## config.mk

```make
export PLATFORM = sky130hd
export DESIGN_NAME = updown_counter_param
export DESIGN_NICKNAME = d
export VERILOG_FILES = /design/src/rtl/updown_counter_param_pkg.sv /design/src/rtl/updown_counter_param_next_calc.sv /design/src/rtl/updown_counter_param.sv
export SDC_FILE = /design/constraint.sdc
export NUM_CORES = 1
export LEC_CHECK = 0
export CORE_MARGIN = 1.5
export CORE_UTILIZATION = 34
export CTS_CLUSTER_SIZE = 28
export DETAILED_ROUTE_END_ITERATION = 6
export SYNTH_ARGS = -nofsm -noshare
export SYNTH_HDL_FRONTEND = slang
export SYNTH_SLANG_ARGS = --single-unit
```

## constraint.sdc

```tcl
create_clock -name clk -period 2.2 [get_ports clk]
set_input_delay 0.22 -clock clk [delete_from_list [all_inputs] [get_ports clk]]
set_output_delay 0.22 -clock clk [all_outputs]
set_load 0.02 [all_outputs]
```

## src/rtl/updown_counter_param_pkg.sv

```systemverilog
// Shared definitions for the counter library: direction encodings used by
// every up/down counting element.
package updown_counter_param_pkg;

  localparam logic DIR_UP   = 1'b1;
  localparam logic DIR_DOWN = 1'b0;

endpackage

```

## src/rtl/updown_counter_param_next_calc.sv

```systemverilog
// Combinational next-state step for the up/down counter: one count step in
// the requested direction, with wrap/saturate handling at 0 and MAX_VAL.
module updown_next_calc
  import updown_counter_param_pkg::*;
#(
  parameter int WIDTH   = 4,
  parameter int MAX_VAL = (1 << WIDTH) - 1
) (
  input  logic [WIDTH-1:0] count,
  input  logic             up_down,
  input  logic             wrap_en,
  output logic [WIDTH-1:0] next_count,
  output logic             carry_nxt,
  output logic             borrow_nxt
);

  localparam logic [WIDTH-1:0] MAX_C = WIDTH'(MAX_VAL);
  localparam logic [WIDTH-1:0] ONE_C = WIDTH'(1);

  // Bounds are compared explicitly because MAX_VAL may sit below the
  // natural binary rollover point.
  always_comb begin
    next_count = count;
    carry_nxt  = 1'b0;
    borrow_nxt = 1'b0;
    if (up_down == DIR_UP) begin
      if (count >= MAX_C) begin
        carry_nxt  = 1'b1;
        next_count = wrap_en ? '0 : MAX_C;
      end else begin
        next_count = count + ONE_C;
      end
    end else begin
      if (count == '0) begin
        borrow_nxt = 1'b1;
        next_count = wrap_en ? MAX_C : '0;
      end else begin
        next_count = count - ONE_C;
      end
    end
  end

endmodule

```

## src/rtl/updown_counter_param.sv

```systemverilog
// Parametrised up/down counter with modulus, parallel load, enable,
// run-time wrap/saturate selection and registered carry/borrow pulses.
module updown_counter_param
  import updown_counter_param_pkg::*;
#(
  parameter int WIDTH     = 4,
  parameter int MAX_VAL   = (1 << WIDTH) - 1,
  parameter int RESET_VAL = 0
) (
  input  logic             clk,
  input  logic             rst,
  input  logic             en,
  input  logic             up_down,
  input  logic             wrap_en,
  input  logic             load,
  input  logic [WIDTH-1:0] load_val,
  output logic [WIDTH-1:0] count,
  output logic             at_max,
  output logic             at_min,
  output logic             carry,
  output logic             borrow
);

  localparam int LIMIT = (WIDTH >= 31) ? 32'h7fff_ffff : ((1 << WIDTH) - 1);

  if (WIDTH < 2 || MAX_VAL < 1 || MAX_VAL > LIMIT ||
      RESET_VAL < 0 || RESET_VAL > MAX_VAL) begin : g_bad_params
    $error("updown_counter_param: illegal WIDTH/MAX_VAL/RESET_VAL combination");
  end

  localparam logic [WIDTH-1:0] MAX_C   = WIDTH'(MAX_VAL);
  localparam logic [WIDTH-1:0] RESET_C = WIDTH'(RESET_VAL);

  // Out-of-range load values are pinned to the terminal count so the
  // register can never hold a value above MAX_VAL.
  function automatic logic [WIDTH-1:0] cnt_clamp(input logic [WIDTH-1:0] v);
    return (v > MAX_C) ? MAX_C : v;
  endfunction

  logic [WIDTH-1:0] count_q, count_d, step_count;
  logic             carry_q, carry_d, borrow_q, borrow_d;
  logic             step_carry, step_borrow;

  updown_next_calc #(
    .WIDTH   (WIDTH),
    .MAX_VAL (MAX_VAL)
  ) u_next_calc (
    .count      (count_q),
    .up_down    (up_down),
    .wrap_en    (wrap_en),
    .next_count (step_count),
    .carry_nxt  (step_carry),
    .borrow_nxt (step_borrow)
  );

  always_comb begin
    count_d  = count_q;
    carry_d  = 1'b0;
    borrow_d = 1'b0;
    if (load) begin
      count_d = cnt_clamp(load_val);
    end else if (en) begin
      count_d  = step_count;
      carry_d  = step_carry;
      borrow_d = step_borrow;
    end
  end

  always_ff @(posedge clk or posedge rst) begin
    if (rst) begin
      count_q  <= RESET_C;
      carry_q  <= 1'b0;
      borrow_q <= 1'b0;
    end else begin
      count_q  <= count_d;
      carry_q  <= carry_d;
      borrow_q <= borrow_d;
    end
  end

  assign count  = count_q;
  assign carry  = carry_q;
  assign borrow = borrow_q;
  assign at_max = (count_q == MAX_C);
  assign at_min = (count_q == '0);

endmodule

```

== Word level (Yosys, flattened, before mapping) ==
Cells that the tools add are included.
Widths: inputs -> output; s select.

* Input port bits: 10
* Register bits after elaboration: 6
* Word-level logic and storage cells: 26

* Eq/ne operators: 1
* Order comparisons: 2
* Reductions and logical operators: 2
* Add/subtract/negate cells: 2
* Multiplexer cells: 16

{| class="wikitable"
|+ Operator list
! cell !! number
|-
| $mux 4 || 8
|-
| $mux 1 || 8
|-
| $add 4x1->4 const B || 1
|-
| $eq 4x4->1 const B || 1
|-
| $ge 4x4->1 const B || 1
|-
| $gt 4x4->1 const B || 1
|-
| $logic_not 4->1 || 1
|-
| $sub 4x1->4 const B || 1
|-
| $reduce_bool 2->1 || 1
|}

== Longest topological paths before layout ==
Gate-level depths: netlist of run 1.

* Depth in word-level cells: 5
* Depth in mapped cells: 7

== Modules after synthesis ==
Synthesis of run 1 repeated with hierarchy kept, for this count alone.

* Cells, all modules: 61
* Area total of the unflattened synthesis: 548.0 µm²

{| class="wikitable"
|+ By module, submodules not included
! module !! seq. area each (µm²) !! area each (µm²) !! cells an instance !! instances
|-
| updown_counter_param || 150.1 || 282.8 || 25 || 1
|-
| updown_next_calc || 0.0 || 265.3 || 36 || 1
|}

== Least setup slack after synthesis of run 1 ==
No wires, ideal clock.

* Path kind: reg-to-reg
* Start point: register count_q[0] (netlist: count[0])
* End point: register count_q[0] (netlist: count[0])
* Required time: 2.063 ns
* Arrival: 1.749 ns
* Path slack: 0.314 ns
* Library setup time: 0.137 ns
* Period minus slack after synthesis: 1.886 ns
* Stages on the path, launching flop included: 8
* Cells stage by stage: dfrtp_1 > inv_1 > ha_1 > or3b_1 > o21ai_1 > o2bb2ai_1 > a221oi_1 > a21oi_1

* Cells in the longest elaborated chain, start to end: 5

{| class="wikitable"
|+ RTL lines
! what !! line !! source
|-
| from (decl) || updown_counter_param.sv:40 || <nowiki>logic [WIDTH-1:0] count_q, count_d, step_count;</nowiki>
|-
| from (signal assigned) || updown_counter_param.sv:75 || <nowiki>count_q <= count_d;</nowiki>
|-
| $sub 4x1->4, or another cell as far along || updown_counter_param_next_calc.sv:38 || <nowiki>next_count = count - ONE_C;</nowiki>
|-
| $mux 4 (on tied branches) || updown_counter_param_next_calc.sv:34, updown_counter_param_next_calc.sv:27 ||
|-
| $mux 4 * || updown_counter_param_next_calc.sv:26 || <nowiki>if (up_down == DIR_UP) begin</nowiki>
|-
| $mux 4 * || updown_counter_param.sv:62 || <nowiki>end else if (en) begin</nowiki>
|-
| $mux 4 * || updown_counter_param.sv:60 || <nowiki>if (load) begin</nowiki>
|}

Mark *: on every way between the ends. The rest lies on a longest branch, timed or not. The select of a mux whose other input is x is not followed.
A chain may end at the register's enable or synchronous reset.

== Final worst setup path of run 1 ==
* Start point: register count_q[0] (netlist: count[0])
* End point: output port at_max

* Cells in the longest elaborated chain, start to end: 1

{| class="wikitable"
|+ RTL lines
! what !! line !! source
|-
| $eq 4x4->1 || updown_counter_param.sv:84 || <nowiki>assign at_max = (count_q == MAX_C);</nowiki>
|-
| to (decl) || updown_counter_param.sv:18 || <nowiki>output logic at_max,</nowiki>
|}

Every way passes these cells.

==> impl_metrics.env, run 1 <==
export IMPL_port_buffers=17
export IMPL_hpwl_mm=1.010
export IMPL_cp_max_fo=7
export IMPL_grt_max_degree=13
export IMPL_muxShareOfSynthArea_pct=2.020
export IMPL_synth_xor_area_share_pct=0
export IMPL_end_kind="output pin"
export IMPL_status="finished clean"
export IMPL_ant_nets=0
export IMPL_yosys_area_top_type="dfrtp_1"
export IMPL_die_w_um=41.18
export IMPL_io_pins=18
export IMPL_routed_wl_mm=1.338
export IMPL_yosysUniqueCellTypes=30
export IMPL_arrival_ps=1820
export IMPL_netlist_instances=64
export IMPL_critPathSlowestCell="clkdlybuf4s50_1"
export IMPL_dr_pass1_iters=4
export IMPL_clk_pin_slew_worst_paths_ps=50
export IMPL_powerDensity_mw_per_mm2=531.0
export IMPL_setup_viol_count_final=0
export IMPL_period_share_pct=92.86
export IMPL_setup_tns_ps=0
export IMPL_synth_fp_nets=76
export IMPL_synth_fa_ha_area_share_pct=5.051
export IMPL_p_leak_nw=0.3332
export IMPL_root_buffer="clkbuf_4"
export IMPL_routabilityCongestion=0.8556
export IMPL_synthTopCellsByArea="dfrtp_1 (30%), ha_1 (5.1%), a21o_1 (4.5%), inv_1 (4.5%), and3_1 (3.8%)"
export IMPL_grt_overflow=0
export IMPL_grt_usage_pct=19.69
export IMPL_grt_setup_unrepaired="false"
export IMPL_via_count=533
export IMPL_cts_buffers=3
export IMPL_drcViolationCount=0
export IMPL_finClkSkew_ps=4.888
export IMPL_synth_edf_count=0
export IMPL_die_height_um=41.18
export IMPL_htreeDepth=1
export IMPL_ys_top_cells_by_count="dfrtp_1 (6), inv_1 (6), nor2_1 (5)"
export IMPL_clk_path_buf_depth=2
export IMPL_ys_dominant_reg_cell="dfrtp_1"
export IMPL_finalCriticalPeriod_ps=2043
export IMPL_startpoint_type="flip-flop"
export IMPL_drv_cap=0
export IMPL_drt_initial_drc_count=7
export IMPL_die_area_mm2=0.001695
export IMPL_synth_top_family_by_area="compound AO/OA/AOI/OAI gates"
export IMPL_cts_setup_buffers=0
export IMPL_start_util_pct=37.15
export IMPL_ir_drop_uv=346.2
export IMPL_synth_compound_area_share_pct=27.53
export IMPL_coreArea_mm2=0.001334
export IMPL_antenna_cells=0
export IMPL_clock_latency_ps=250
export IMPL_cts_sinks=6
export IMPL_drive_above_1_share_pct=12.05
export IMPL_yosys_warnings=0
export IMPL_drv_slew=0
export IMPL_cts_tree="yes"
export IMPL_synth_seq_area_share_pct=30.30
export IMPL_grt_pass1_vias=472
export IMPL_syn_area_um2=495.5
export IMPL_nNetsFinal=97
export IMPL_syn_area_per_cell_um2=7.742
export IMPL_synth_seq_cells=6
export IMPL_grt_antenna_before_repair=0
export IMPL_worstSetupPathType="reg -> out"
export IMPL_grt_pass1_wl_mm=2.070
export IMPL_rrSetupSlack_ps=260
export IMPL_area_growth_pct=45.45
export IMPL_slowest_delay_ps=600
export IMPL_total_power_mw=0.3827
export IMPL_hold_path_class="in -> async"
export IMPL_wl_per_cell_um=13.65
export IMPL_path_cells="buf_4 > ha_2 > nand3_2 > inv_1 > clkdlybuf4s50_1"
export IMPL_fmax_mhz=489.5
export IMPL_final_hold_viol_count=0
export IMPL_via_per_inst=5.439
export IMPL_synth_simple_area_share_pct=25.25
export IMPL_synth_async_sr_flop_share_pct=100.0
export IMPL_relSlewSlack_pct=72.93
export IMPL_yosysTopAreaCellShare_pct=30.30
export IMPL_cp_data_required_time_ps=1980
export IMPL_tightestPinTransition_ps=395.8
export IMPL_placementRows=13
repair_timing:
item | CTS | global route
gates resized for setup | 1 | 2
endpoints found under the hold margin | 0 | 0
setup endpoints to repair | 1 | 1
hold buffers | 0 | 0
final timing paths:
kind / startpoint / endpoint / depth (start not counted)
max: count[0] / at_max / 5
min: rst / count[3] / 2
max reg2reg: count[1] / count[0] / 7
min reg2reg: count[0] / count[0] / 3
max in group asynchronous: rst / carry / 2
min in group clk: load_val[0] / count[0] / 3
cell usage in the layout, fill, tap and decap left out, types with 2 or more instances in the layout:
master,count
clkbuf_4,3
buf_4,4
dfrtp_1,6
nor3_1,3
o21ai_1,2
clkdlybuf4s50_1,16
a311oi_1,2
and3_1,3
nor2_1,5
a21o_1,3
nand2_1,2
nand2b_1,3
a21oi_1,3
inv_1,6
o21ai_0,3
layout make-up:
cell class,count,area [um2]
multi-input combinational,46,304.0
tap,15,18.77
sequential,6,150.1
fill,142,613.1
timing repair buffer,21,198.9
inverter,7,26.28
clock buffer,3,22.52
layer usage:
| layer | track usage, % | up-vias | wire, um |
|---|---|---|---|
| met5 | 0 | - | 0 |
| met4 | 11.29 | 0 | 45 |
| met3 | 10.87 | 6 | 84 |
| met2 | 26.95 | 17 | 608 |
| met1 | 23.86 | 239 | 599 |
| li1 | - | 271 | - |
flip-flops by register name, summed over array words and instances (netlist names):
register and flops:
borrow 1, carry 1, count 4
per-stage QoR:
step	hold WS [ps]	instances	util (%)	setup WS, ps	instance area (um2)
final	191.2	98	54.03	157.1	720.7
after CTS	198.7	98	53.47	34.87	713.2
after floorplan	10.96	64	-	313.8	495.5
after global placement	466.2	95	51.88	209.0	691.9
after global routing	217.5	98	54.03	41.11	720.7
after detailed placement	475.1	95	51.88	178.5	691.9
critical path: cells and delay by family (launching register included):
kind | cells | cell delay, ps
adder cells (fa/ha/maj) | 1 | 240
buffers and inverters | 3 | 840
flip-flops | 1 | 340
AND/OR/NAND/NOR | 1 | 160
cells by family after synthesis:
logic type | after synthesis
simple gates | 23
compound gates | 20
buf+inv | 12
flops | 6
fa+ha+maj | 2
mux | 1
report_power, final:
group | total [mW] | leakage [nW] | internal, mW | switching [mW]
combinational | 0.147 | 0.244 | 0.0729 | 0.0743
sequential | 0.130 | 0.0757 | 0.119 | 0.0108
clock | 0.105 | 0.0138 | 0.0619 | 0.0434
total | 0.383 | 0.333 | 0.254 | 0.129
Power figures use the tool's default switching activity.
==> inputs of run 2 (changes only) <==
Settings changed: CTS_CLUSTER_DIAMETER set to 60.
==> results of run 2 <==
No change in the layout: final DEF, timing and power equal those of run 1.
